<file path="src/rtl/uart_v2_rx.sv">
// 8N1 UART receiver on a 4x sample clock; byte and flags land on the stop-sample edge (~38 clocks after start detect).
// No backpressure: a held byte is overwritten by the next good frame, which flags overrun_err.
module uart_v2_rx #(
  parameter int DATA_BITS   = 8,
  parameter int SYNC_STAGES = 2
) (
  input  logic                 uart_sample_clk,
  input  logic                 sysreset_n,
  input  logic                 rx_line,
  input  logic                 read_ack,
  output logic [DATA_BITS-1:0] parallel_out,
  output logic                 rx_ready,
  output logic                 framing_err,
  output logic                 overrun_err,
  output logic                 rx_busy
);

  localparam int CW = (DATA_BITS > 1) ? $clog2(DATA_BITS) : 1;
  localparam logic [CW-1:0] LAST_BIT = CW'(DATA_BITS - 1);

  typedef enum logic [2:0] {
    ST_IDLE,
    ST_START,
    ST_DATA,
    ST_STOP,
    ST_BREAK
  } state_t;

  state_t                 state, state_nxt;
  logic [SYNC_STAGES-1:0] sync;
  logic                   rx_s;
  logic [1:0]             tick, tick_nxt;
  logic [CW-1:0]          bitcnt, bitcnt_nxt;
  logic [DATA_BITS-1:0]   shift, shift_nxt;
  logic                   load, ferr_set;

  assign rx_s = sync[SYNC_STAGES-1];

  always_ff @(posedge uart_sample_clk or negedge sysreset_n) begin
    if (!sysreset_n) begin
      sync   <= '1;
      state  <= ST_IDLE;
      tick   <= '0;
      bitcnt <= '0;
      shift  <= '0;
    end else begin
      sync   <= {sync[SYNC_STAGES-2:0], rx_line};
      state  <= state_nxt;
      tick   <= tick_nxt;
      bitcnt <= bitcnt_nxt;
      shift  <= shift_nxt;
    end
  end

  // Samples fall on tick 1 of START (mid start bit) and tick 3 of each later bit.
  always_comb begin
    state_nxt  = state;
    tick_nxt   = tick;
    bitcnt_nxt = bitcnt;
    shift_nxt  = shift;
    load       = 1'b0;
    ferr_set   = 1'b0;
    case (state)
      ST_IDLE: begin
        tick_nxt = 2'd0;
        if (!rx_s) state_nxt = ST_START;
      end
      ST_START: begin
        tick_nxt = tick + 2'd1;
        if (tick == 2'd1) begin
          tick_nxt = 2'd0;
          if (rx_s) begin
            state_nxt = ST_IDLE;
          end else begin
            state_nxt  = ST_DATA;
            bitcnt_nxt = '0;
          end
        end
      end
      ST_DATA: begin
        tick_nxt = tick + 2'd1;
        if (tick == 2'd3) begin
          shift_nxt  = {rx_s, shift[DATA_BITS-1:1]};
          bitcnt_nxt = bitcnt + 1'b1;
          if (bitcnt == LAST_BIT) state_nxt = ST_STOP;
        end
      end
      ST_STOP: begin
        tick_nxt = tick + 2'd1;
        if (tick == 2'd3) begin
          if (rx_s) begin
            load      = 1'b1;
            state_nxt = ST_IDLE;
          end else begin
            ferr_set  = 1'b1;
            state_nxt = ST_BREAK;
          end
        end
      end
      ST_BREAK: begin
        tick_nxt = 2'd0;
        if (rx_s) state_nxt = ST_IDLE;
      end
      default: state_nxt = ST_IDLE;
    endcase
  end

  // A load on the same edge as read_ack wins; the ack only suppresses overrun.
  always_ff @(posedge uart_sample_clk or negedge sysreset_n) begin
    if (!sysreset_n) begin
      parallel_out <= '0;
      rx_ready     <= 1'b0;
      framing_err  <= 1'b0;
      overrun_err  <= 1'b0;
      rx_busy      <= 1'b0;
    end else begin
      rx_busy <= (state != ST_IDLE);
      if (load) begin
        parallel_out <= shift;
        rx_ready     <= 1'b1;
        overrun_err  <= read_ack ? 1'b0 : (overrun_err | rx_ready);
      end else if (read_ack) begin
        rx_ready    <= 1'b0;
        overrun_err <= 1'b0;
      end
      if (ferr_set) begin
        framing_err <= 1'b1;
      end else if (read_ack) begin
        framing_err <= 1'b0;
      end
    end
  end

endmodule

</file>
<file path="config.mk">
export PLATFORM = sky130hd
export DESIGN_NAME = uart_v2_rx
export DESIGN_NICKNAME = d
export VERILOG_FILES = /design/src/rtl/uart_v2_rx.sv
export SDC_FILE = /design/constraint.sdc
export NUM_CORES = 1
export LEC_CHECK = 0
export BUFFER_PORTS_ARGS = -buffer_cell sky130_fd_sc_hd__buf_2
export CAP_MARGIN = 20
export CELL_PAD_IN_SITES_DETAIL_PLACEMENT = 0
export CELL_PAD_IN_SITES_GLOBAL_PLACEMENT = 1
export CORE_MARGIN = 3
export CORE_UTILIZATION = 35
export DETAILED_ROUTE_END_ITERATION = 10
export PLACE_DENSITY = 0.62
export SLEW_MARGIN = 15
export SYNTH_ARGS = -nofsm -noshare
export SYNTH_HDL_FRONTEND = slang
export SYNTH_SLANG_ARGS = --single-unit
</file>
<file path="constraint.sdc">
create_clock -name uart_sample_clk -period 4.9 [get_ports uart_sample_clk]
set_input_delay 0.49 -clock uart_sample_clk [delete_from_list [all_inputs] [get_ports uart_sample_clk]]
set_output_delay 0.49 -clock uart_sample_clk [all_outputs]
set_load 0.05 [all_outputs]
</file>
==> key figures, run 1 <==
Global route
  – Initial antenna violation count: 0
  – GRT Residual Overflow: 0
  – First-pass GRT wire length: 3770 um
  – GRT Util Overall: 11.6%
  – Vias in the first global route: 790
  – Pin count of the biggest net entering global routing: 31

Routing
  – Drt wl/cell: 12.5 um
  – Drt drc: 0
  – DR vias: 774
  – Wl on met1: 1010 um
  – Met3 WL: 123 um
  – Drt pass-1 iters: 4
  – Post-route ant nets: 0
  – Final WL: 2070 um
  – DRT iter0 DRCs: 27
  – Met2 routed WL: 896 um
  – Via/cell ratio: 4.66
  – Highest routed layer: met4

Setup path
  – Buf/Inv on CP: 0
  – Worst EP required: 5.06 ns
  – FF-to-FF setup slack: 3.09 ns
  – Worst Path Max Fanout: 10
  – Critical Path Sink Type: flip-flop
  – Type of the worst setup path: reg2reg
  – Reg2reg path depth: 4
  – Critical R2R Launch: tick[0]$_DFFE_PN0P_
  – Critical Path AT: 1.97 ns
  – Crit path capture: parallel_out[7]$_DFFE_PN0P_
  – Crit. Startpoint: tick[0]$_DFFE_PN0P_
  – Critical Path, Cell by Cell: ha_1 -> nand4b_2 -> or2_1 -> mux2_4
  – Slowest stage delay, CP: 0.45 ns
  – CP max-delay cell: or2_1
  – CP Depth: 4
  – R2R Path End: parallel_out[7]$_DFFE_PN0P_
  – Delay-heaviest family, CP: simple AND/OR/NAND/NOR gates
  – CP Launch Type: flip-flop

Synth
  – Cells after synthesis: 102
  – Leading area contributor after synthesis: dfrtp_1
  – Yosys warns: 0
  – Main area contributors after synthesis: dfrtp_1 53%, mux2_4 9.0%, mux2_2 6.8%
  – Netlist cell types: 29
  – Ys async rst share: 100%
  – Sequential fraction of the synthesis area: 56.6%
  – Main synth FF type: dfrtp_1
  – Cell area after synthesis: 1330 um2
  – EDFF count, synth: 0
  – Post-synth top cells: 28 x dfrtp_1, 8 x mux2_2, 8 x mux2_4
  – Syn_nets: 111
  – Mean Syn Cell Area: 13.0 um2
  – Most frequent cell after synthesis: dfrtp_1
  – Flops & latches, synth: 30
  – Synth top area share: 52.7%

STA
  – PnR worst setup slack: 3.09 ns
  – Max Clock Skew: 0.00700 ns
  – Final Setup Violations: 0
  – RSZ-0062 raised after global routing: no
  – TNS Setup: 0 ns
  – Slew HR: 56.9%
  – Max Fclk: 552 MHz
  – Fin. Hold Viols: 0
  – Slew Limit Fails: 0
  – Final Cycle Share: 36.9%
  – Slew @ Worst Pin: 0.646 ns
  – Minimum clock period after layout: 1.81 ns

Flow run
  – MaxCap Viol Count: 0

Clock tree
  – Clk slew on worst S/H paths: 0.06 ns
  – # clock sinks: 30
  – CTS tree: built
  – Root Buffer Master: clkbuf_8
  – Skew-Pair Late Insertion Delay: 0.28 ns
  – CTS buffer count: 5
  – Post-CTS sizing: 0
  – Post-CTS setup repair buffer count: 0
  – Hold buffers post-CTS: 0
  – CTS HTree Levels: 2
  – CTS Buffer Depth: 2

Pwr
  – Max VDD drop: 0.243 mV
  – Power per cell area: 475 nW/um2
  – Pleak: 0.797 nW
  – Overall power: 0.720 mW

Die
  – Initial Utilization: 38.1%
  – Die Ht: 67.6 um
  – Core area: 3490 um2
  – Row cnt: 21
  – Die footprint: 4580 um2
  – I/O pins: 16
  – Die width: 67.6 um

Status
  – Status: complete, no violations

Place
  – Place WS: 3.09 ns
  – # port buffers: 15
  – Final HPWL DP: 1410 um
  – Gpl congestion: 0.713

Finish
  – Layout cells sized above 1: 35.8%
  – Antenna Diode Count: 0
  – Final net count: 128
  – Layout area overhead: 13.9%

Hold path
  – Class of the worst hold path: in2async
[power by group]
group | total (mW) | internal (mW) | switching [mW]
Clock | 0.200 | 0.113 | 0.0875
Sequential | 0.339 | 0.290 | 0.0494
Combinational | 0.180 | 0.0767 | 0.103
Total | 0.720 | 0.480 | 0.240
[per-layer routing]
| metal | up-vias | GRT usage [%] |
|---|---|---|
| met3 | 6 | 5.66 |
| met5 | - | 0 |
| met2 | 15 | 15.2 |
| met1 | 373 | 15.7 |
| li1 | 380 | - |
| met4 | 0 | 5.32 |
[area by class of cell]
type,count,area [um2]
sequential,30,753
fill,328,1980
tap,46,57.6
clock inverter,1,5.00
inverter,7,26.3
multi-input combinational,60,512
timing repair buffer,15,75.1
clock buffer,7,86.3
[sequential cells by signal (all words and copies together) (netlist names)]
| signal | count |
|---|---|
| parallel_out | 8 |
| shift | 8 |
| bitcnt | 3 |
| state | 3 |
| sync | 2 |
| tick | 2 |
| framing_err | 1 |
| overrun_err | 1 |
| rx_busy | 1 |
| rx_ready | 1 |
[how the worst min path moves through the flow]
stage | to | slack [ns] | cells past startpoint
floorplan | bitcnt[0]$_DFFE_PN0P_ | 0.19 | 0
global placement | sync[1]$_DFF_PN1_ | 0.35 | 0
detailed placement | sync[1]$_DFF_PN1_ | 0.35 | 0
CTS | bitcnt[1]$_DFFE_PN0P_ | 0.27 | 1
global route | bitcnt[1]$_DFFE_PN0P_ | 0.28 | 1
finish | bitcnt[1]$_DFFE_PN0P_ | 0.23 | 1
[cells by family after synthesis]
kind of cell               share of synthesized area (%)
AOI/OAI and AO/OA                                   6.30
DFF                                                 56.6
buffers and inverters                               4.89
adders and majority gates                           4.70
and+or+nand+nor                                     10.9
muxes                                               16.6
[metrics by stage]
step / std cells / utilization [%] / area (um2) / hold WS, ns
after CTS: 166 / 43.4 / 1520 / 0.270
after global placement: 158 / 40.7 / 1420 / 0.347
after floorplan: 102 / - / 1330 / 0.194
final: 166 / 43.4 / 1520 / 0.232
after detailed placement: 158 / 40.7 / 1420 / 0.349
after global routing: 166 / 43.4 / 1520 / 0.277
[cell usage in the layout (no fill, tap or decap)]
cell / instances
mux2_2: 8
or3b_1: 1
nor2b_1: 3
clkbuf_8: 6
buf_2: 15
or2_1: 1
or3_2: 1
mux2i_1: 1
clkbuf_1: 1
nand2_1: 7
dfstp_2: 2
or3_1: 1
a211oi_1: 2
o21ai_0: 2
o22ai_1: 3
a21o_1: 1
nor3_1: 2
clkinv_2: 1
a2bb2oi_1: 1
nor2_1: 4
inv_1: 7
and4bb_2: 1
nand4b_2: 1
dfrtp_1: 28
nand2b_1: 3
a21oi_1: 3
mux2_4: 8
a311oi_1: 1
ha_1: 5
Note: power is estimated with default switching activity, not from simulation.
==> inputs of run 2 (changes only) <==
--- a/config.mk
+++ b/config.mk
@@ -12,7 +12,7 @@
 export CORE_MARGIN = 3
 export CORE_UTILIZATION = 35
 export DETAILED_ROUTE_END_ITERATION = 10
-export PLACE_DENSITY = 0.62
+export PLACE_DENSITY = 0.64
 export SLEW_MARGIN = 15
 export SYNTH_ARGS = -nofsm -noshare
 export SYNTH_HDL_FRONTEND = slang
==> constraint.sdc (replaced) <==
create_clock -name uart_sample_clk -period 1.66 [get_ports uart_sample_clk]
set_input_delay 0.166 -clock uart_sample_clk [delete_from_list [all_inputs] [get_ports uart_sample_clk]]
set_output_delay 0.166 -clock uart_sample_clk [all_outputs]
set_load 0.05 [all_outputs]
==> run 2 against run 1 <==
Final cell count rose by 4.2%. Total power rose to 3.0 times the previous value. Sequential power rose to 2.9 times the previous value. Final area rose by 3.6%. Clock-buffer cell count fell by 2. Utilization rose by 1.6 points. Register-to-register slack got worse by 2.9 ns. Combinational power rose to 3.7 times the previous value. Sequential share of layout area fell by 1.7 points. Critical path depth fell by 1. Critical path type unchanged. Largest cell class unchanged. Highest routed layer unchanged.
==> key figures, run 2 (synthesized netlist as in run 1, its figures left out) <==
STA
  – Slew @ Worst Pin: 0.663 ns
  – Final Cycle Share: 90.6%
  – PnR worst setup slack: 0.156 ns
  – Minimum clock period after layout: 1.50 ns
  – Fin. Hold Viols: 0
  – Max Clock Skew: 0.00750 ns
  – Slew Limit Fails: 0
  – Slew HR: 55.8%
  – Final Setup Violations: 0
  – RSZ-0062 raised after global routing: no
  – Max Fclk: 665 MHz

Setup path
  – Worst EP required: 1.82 ns
  – Worst Path Max Fanout: 12
  – FF-to-FF setup slack: 0.16 ns
  – CP Launch Type: flip-flop
  – Critical Path AT: 1.66 ns
  – Type of the worst setup path: reg2reg
  – Critical Path Sink Type: flip-flop

Routing
  – DRT iter0 DRCs: 30
  – Drt drc: 0
  – Final WL: 2220 um
  – DR vias: 813
  – Drt wl/cell: 12.8 um
  – Post-route ant nets: 0
  – Drt pass-1 iters: 4
  – Via/cell ratio: 4.70

Global route
  – Initial antenna violation count: 0
  – Met3 Track Usage GR: 4.66%
  – GRT Residual Overflow: 0
  – GR peak layer: met2
  – Vias in the first global route: 765
  – Pin count of the biggest net entering global routing: 31
  – Met1 GRT Util: 15.6%
  – GRT Util Overall: 11.7%
  – First-pass GRT wire length: 3790 um
  – M2 GR Usage: 16.3%

Status
  – Status: complete, no violations

Place
  – Place WS: -0.00797 ns
  – Placed cell areas: 1470 um2
  – # port buffers: 15
  – Gpl congestion: 0.723
  – Final HPWL DP: 1550 um

Die
  – I/O pins: 16
  – Row cnt: 21
  – Die Ht: 67.6 um
  – Die width: 67.6 um
  – Core area: 3490 um2
  – Die footprint: 4580 um2
  – Initial Utilization: 38.1%

Finish
  – Final net count: 136
  – Biggest regs: parallel_out x8, shift x8
  – Layout cells sized above 1: 39.4%
  – Finished Core Util: 44.9%
  – Most frequent cells in the layout: 28 x dfrtp_1, 15 x buf_2, 8 x mux2_2, 8 x mux2_4
  – Antenna Diode Count: 0
  – Final instance area: 1570 um2
  – Layout area overhead: 18.1%
  – Most common cell after layout, fill and taps aside: dfrtp_1

Pwr
  – Clk pwr share: 24.6%
  – Max VDD drop: 0.636 mV
  – Sw power: 0.727 mW
  – Power per cell area: 1370 nW/um2
  – Pleak: 0.832 nW
  – Sw frac: 33.7%
  – Comb pwr share: 30.5%
  – Sequential Power Share: 45.0%
  – Overall power: 2.16 mW
  – Int Power: 1.43 mW

Clock tree
  – Clk slew on worst S/H paths: 0.06 ns
  – CTS buffer count: 5
  – CTS Buffer Depth: 2
  – Skew-Pair Late Insertion Delay: 0.28 ns
  – CTS HTree Levels: 2
  – CTS tree: built
  – Root Buffer Master: clkbuf_8
  – # clock sinks: 30

Hold path
  – Class of the worst hold path: in2reg

Flow run
  – MaxCap Viol Count: 0
==> run 2: area by class of cell <==
type	instances	area (um2)
clock buffers	5	68.8
clock inverters	2	10.0
fillers	338	1920
inverters	7	26.3
multi-input cells	60	514
flip-flops and latches	30	753
well taps	46	57.6
repair buffers	23	140
==> run 2: critical path, cell delays in order (launching register included) <==
cell,delay (ns)
dfrtp_1,0.37
ha_1,0.21
and4bb_2,0.44
mux2_2,0.37
==> run 2: per-layer routing <==
| metal | up-vias | wire length (um) |
|---|---|---|
| met5 | - | 0 |
| met4 | 0 | 18 |
| met3 | 2 | 95 |
| met2 | 14 | 1050 |
| met1 | 399 | 1060 |
| li1 | 398 | - |
==> run 2: power by group through the flow <==
stage	clock, mW	sequential (mW)	combinational, mW
2_1_floorplan	0	1.07	0.402
3_3_place_gp	0	0.980	0.650
3_5_place_dp	0	0.981	0.661
4_1_cts	0.553	0.969	0.668
5_1_grt	0.588	0.989	0.740
6_report	0.531	0.970	0.658
==> run 2: final timing paths <==
| check | to | cells past startpoint | start |
|---|---|---|---|
| min | overrun_err$_DFFE_PN0P_ | 2 | read_ack |
| max | shift[7]$_DFFE_PN0P_ | 3 | tick[1]$_DFFE_PN0P_ |
| max in group asynchronous | framing_err$_DFFE_PN0P_ | 2 | sysreset_n |
| max reg2reg | shift[7]$_DFFE_PN0P_ | 3 | tick[1]$_DFFE_PN0P_ |
| min reg2reg | sync[1]$_DFF_PN1_ | 0 | sync[0]$_DFF_PN1_ |
| min in group asynchronous | state[1]$_DFFE_PN0P_ | 2 | sysreset_n |
==> run 2: timing repair <==
item                       4_1_cts  5_1_grt
resized for setup                1        1
setup buffers                    0        0
hold endpoints to repair        29        0
setup endpoints to repair        8        8
hold buffers                     2        0
==> run 2: metrics by stage <==
| step | hold WS [ns] | setup TNS [ns] | std cells |
|---|---|---|---|
| 3_5_place_dp | 0.240 | -0.0366 | 164 |
| 3_3_place_gp | 0.234 | 0 | 164 |
| 2_1_floorplan | -0.130 | 0 | 102 |
| 5_1_grt | 0.120 | 0 | 173 |
| 4_1_cts | 0.109 | 0 | 173 |
| 6_report | 0.120 | 0 | 173 |
